==> config.mk <==
export PLATFORM = sky130hd
export DESIGN_NAME = addsub_nibble_sequencer
export DESIGN_NICKNAME = d
export VERILOG_FILES = /design/src/rtl/addsub_nibble_sequencer.sv
export SDC_FILE = /design/constraint.sdc
export NUM_CORES = 1
export LEC_CHECK = 0
export ABC_AREA = 1
export ABC_CLOCK_PERIOD_IN_PS = 4400
export BUFFER_PORTS_ARGS = -buffer_cell sky130_fd_sc_hd__buf_2
export CAP_MARGIN = 20
export CORE_ASPECT_RATIO = 1.2
export CORE_UTILIZATION = 45
export DETAILED_ROUTE_END_ITERATION = 8
export HOLD_SLACK_MARGIN = 0.05
export PLACE_DENSITY = 0.67
export SETUP_SLACK_MARGIN = 0.5
export SKIP_LAST_GASP = 1
export SLEW_MARGIN = 20
export SYNTH_ARGS = -nofsm -noshare
export SYNTH_HDL_FRONTEND = slang
export SYNTH_SLANG_ARGS = --single-unit
export TNS_END_PERCENT = 30
==> constraint.sdc <==
create_clock -name clk -period 4.4 [get_ports clk]
set_input_delay 1.32 -clock clk [delete_from_list [all_inputs] [get_ports clk]]
set_output_delay 1.32 -clock clk [all_outputs]
set_load 0.005 [all_outputs]
==> src/rtl/addsub_nibble_sequencer.sv <==
// Serial add/subtract unit: one shared 4-bit slice processes the operands a
// nibble per clock, LSB first, and publishes result/cout/overflow atomically.
module addsub_nibble_sequencer #(
  parameter int NIBBLES = 4
) (
  input  logic                   clk,
  input  logic                   rst_n,
  input  logic                   start,
  input  logic                   sub,
  input  logic [4*NIBBLES-1:0]   a,
  input  logic [4*NIBBLES-1:0]   b,
  output logic                   busy,
  output logic                   done,
  output logic [4*NIBBLES-1:0]   result,
  output logic                   cout,
  output logic                   overflow
);

  localparam int W  = 4 * NIBBLES;
  localparam int CW = (NIBBLES > 1) ? $clog2(NIBBLES) : 1;

  typedef enum logic {
    S_IDLE = 1'b0,
    S_RUN  = 1'b1
  } state_t;

  state_t         r_state;
  state_t         w_state_next;

  logic [W-1:0]   r_a;
  logic [W-1:0]   r_b;
  logic           r_sub;
  logic [CW-1:0]  r_cnt;
  logic           r_carry;
  logic [W-1:0]   r_acc;
  logic [W-1:0]   r_result;
  logic           r_cout;
  logic           r_overflow;
  logic           r_done;

  logic           w_accept;
  logic           w_last;
  logic [3:0]     w_b_nib;
  logic [4:0]     w_sum;
  logic [W-1:0]   w_acc_next;

  // Operands are shifted right after each step, so the active nibble is
  // always bits [3:0] and no variable part-select is needed.
  assign w_accept   = (r_state == S_IDLE) && start;
  assign w_last     = (r_cnt == CW'(NIBBLES - 1));
  assign w_b_nib    = r_b[3:0] ^ {4{r_sub}};
  assign w_sum      = {1'b0, r_a[3:0]} + {1'b0, w_b_nib} + {4'b0000, r_carry};
  assign w_acc_next = W'({w_sum[3:0], r_acc} >> 4);

  // NOTE: state and datapath registers use non-blocking assignments so every
  // flop samples pre-edge values regardless of process ordering.
  always_ff @(posedge clk or negedge rst_n) begin
    if (!rst_n) begin
      r_state <= S_IDLE;
    end else begin
      r_state <= w_state_next;
    end
  end

  // NOTE: default assigned first so no path through the case leaves the
  // next-state undriven, which would otherwise infer a latch.
  always_comb begin
    w_state_next = r_state;
    case (r_state)
      S_IDLE:  if (start)  w_state_next = S_RUN;
      S_RUN:   if (w_last) w_state_next = S_IDLE;
      default: w_state_next = S_IDLE;
    endcase
  end

  // NOTE: every datapath register is reset; an aborted operation must leave
  // no stale carry, counter or partial sum behind for the next start.
  always_ff @(posedge clk or negedge rst_n) begin
    if (!rst_n) begin
      r_a        <= '0;
      r_b        <= '0;
      r_sub      <= 1'b0;
      r_cnt      <= '0;
      r_carry    <= 1'b0;
      r_acc      <= '0;
      r_result   <= '0;
      r_cout     <= 1'b0;
      r_overflow <= 1'b0;
      r_done     <= 1'b0;
    end else begin
      r_done <= 1'b0;
      if (w_accept) begin
        r_a     <= a;
        r_b     <= b;
        r_sub   <= sub;
        r_cnt   <= '0;
        r_carry <= sub;
      end else if (r_state == S_RUN) begin
        r_a     <= r_a >> 4;
        r_b     <= r_b >> 4;
        r_acc   <= w_acc_next;
        r_carry <= w_sum[4];
        r_cnt   <= r_cnt + CW'(1);
        if (w_last) begin
          r_result   <= w_acc_next;
          r_cout     <= w_sum[4];
          // Carry into the MSB is recovered from its sum bit: a ^ b ^ s.
          r_overflow <= r_a[3] ^ w_b_nib[3] ^ w_sum[3] ^ w_sum[4];
          r_done     <= 1'b1;
        end
      end
    end
  end

  assign busy     = (r_state == S_RUN);
  assign done     = r_done;
  assign result   = r_result;
  assign cout     = r_cout;
  assign overflow = r_overflow;

endmodule

==> out/results.txt <==
Setup-failing EPs final -> 0
Net count reported at finish -> 403
Initial antenna violation count -> 0
Critical path arrival -> 1460 ps
Leakage power -> 1.71 nW
Layout Area Growth over Synthesis -> 17.9%
Die width -> 74.7 um
Minimum clock period -> 2780 ps
Critical path startpoint category -> flop
Slew headroom -> 42.2%
Post-Syn Area -> 2860 um2
Inserted Clock Buffers -> 9
Wire length of the first global-routing pass -> 9620 um
Count of final hold-check violations -> 0
Initial drt markers -> 145
Worst VDD drop -> 0.289 mV
Die area -> 6670 um2
Routed WL per cell -> 12.1 um
Layout cells sized above 1 -> 20.5%
Multi-input logic area -> 955 um2
FF/Latch Area -> 1700 um2
Via count -> 2186
Highest clock rate -> 360 MHz
DR DRC count -> 0
Power Density -> 670 nW/um2
# diodes -> 0
DR pass1 iterations -> 4
Yosys reg bits -> 68
Post-synthesis sequential area ratio -> 59.5%
Worst-path fanout max -> 20
Gr usage total -> 19.3%
I/O Buffers -> 55
Core Box Area -> 6090 um2
CTS tree -> done
Fin area -> 3370 um2
Tcrit/Tclk final -> 63.2%
Worst-margin pin slew -> 864 ps
Clock sinks -> 68
Largest area contributor in the netlist -> dfrtp_1
Num rows -> 31
CTS Hold Buffers Added -> 0
Setup TNS -> 0 ps
I/O pin count -> 56
Run status -> completed
Dpl hpwl -> 3770 um
FILL cells -> 603
H-tree depth -> 3
Avg Inst Size Synth -> 9.34 um2
Grt ovf -> 0
# Post-CTS Setup Buffers -> 0
Vias/cell -> 4.89
CTS clock-pin slew for the worst setup and hold paths -> 70 ps
Top cells by area, synth -> dfrtp_1 (60%), nand2_1 (14%), o21ai_0 (4.4%)
Syn Nets -> 348
Die outline height -> 89.3 um
Total Power -> 2.26 mW
Synth warnings -> 0
Crit end category -> primary output
Post-synth cell types -> 20
Total Wirelength -> 5420 um
GPL Wtd Cong -> 0.718
Vias in the first global route -> 2181
Pin count of the biggest net entering global routing -> 47
Cells after synthesis -> 306
RSZ-0062 raised after global routing -> no
Placed inst area -> 3200 um2
Max Cap Viol -> 0
Clock Root Buffer -> clkbuf_8
Skew-Pair Late Insertion Delay -> 330 ps
Crit path required time -> 3080 ps
Yosys top cell area share -> 59.5%
Clk_skew -> 6.61 ps
Resized cells post-CTS -> 0
Min-Delay Path Class -> flop to flop
Final ANT Viol Nets -> 0
Initial Utilization -> 46.9%
Deepest clock path buffer count -> 2
Slew Limit Fails -> 0
Crit Path Category -> flop to primary output
==> cell type report <==
| type | instances | area share [%] |
|---|---|---|
| Clock inverter | 2 | 0.297 |
| Tap cell | 82 | 3.05 |
| Inverter | 36 | 4.01 |
| Sequential cell | 68 | 50.5 |
| Clock buffer | 13 | 4.72 |
| Timing Repair Buffer | 59 | 9.06 |
| Multi-Input combinational cell | 187 | 28.3 |
==> worst max-delay path, cell delays in order (launching register included) <==
cell and delay, ps:
dfrtp_1 690, buf_4 300, buf_2 140
==> state kept, by name, indices dropped and copies added (netlist names) <==
| name | cells |
|---|---|
| r_a | 16 |
| r_cnt | 2 |
| cout | 1 |
| busy | 1 |
| overflow | 1 |
| r_acc | 12 |
| r_carry | 1 |
| done | 1 |
| r_sub | 1 |
| r_b | 16 |
| result | 16 |
==> placed cells by master (no fill, tap or decap), types with 2 or more instances in the layout <==
cell type	count
nand2_1	104
dfrtp_1	68
buf_2	55
inv_1	33
o21ai_0	25
o211ai_1	11
clkbuf_8	11
o221ai_1	10
nand3_1	9
nor2_1	6
o21ai_1	5
xor2_1	4
ha_1	4
buf_4	4
a22o_1	3
inv_2	2
a21oi_1	2
fa_1	2
clkbuf_1	2
clkinv_2	2
==> report_power, final <==
part | internal, mW | switching, mW | leakage, nW
Sequential | 0.870 | 0.137 | 0.876
Clock | 0.231 | 0.216 | 0.0893
Combinational | 0.327 | 0.477 | 0.747
Total | 1.43 | 0.830 | 1.71
==> final timing paths <==
check	startpoint	end	slack [ps]	cells past startpoint
max	busy	busy	1620	2
min	result[6]	result[6]	480	2
max reg2reg	busy	result[15]	2040	5
min reg2reg	result[6]	result[6]	480	2
max in group asynchronous	rst_n	r_b[5]	2500	2
min in group asynchronous	rst_n	r_a[1]	950	1
==> through the flow <==
stage                     hold slack [ps]  instances  utilization [%]  setup WS, ps
after floorplan                       450        306                -          2400
after global placement                461        432             52.5          2000
after detailed placement              468        432             52.5          1980
after CTS                             482        447             55.3          1590
after global routing                  502        447             55.3          1480
final                                 479        447             55.3          1620
==> cell families (layout without fill, tap and decap cells) <==
family                     count (synthesis)  count (layout)  share of synthesized area (%)
and+or+nand+nor                          120             120                           16.2
DFF                                       68              68                           59.5
AOI/OAI and AO/OA                         56              56                           12.5
buffers and inverters                     51             110                           7.14
adders and majority gates                  6               6                           3.15
xor gates and xnor gates                   5               5                           1.53
==> metal layers <==
layer  routed length (um)  GRT usage (%)
met1                 2590           25.0
met3                  171           3.49
met5                    0              0
met2                 2550           30.8
met4                  115           10.3
==> Yosys cell counts <==
master,n
o21ai_1,5
buf_4,2
a22o_1,3
o211ai_1,11
fa_1,2
clkinv_1,1
a21oi_1,2
inv_2,2
o221ai_1,10
xnor2_1,1
dfrtp_1,68
buf_2,4
nand3_1,9
ha_1,4
xor2_1,4
inv_1,33
o21ai_0,25
clkbuf_1,9
nand2_1,104
nor2_1,7
(Power assumes the default switching activity.)
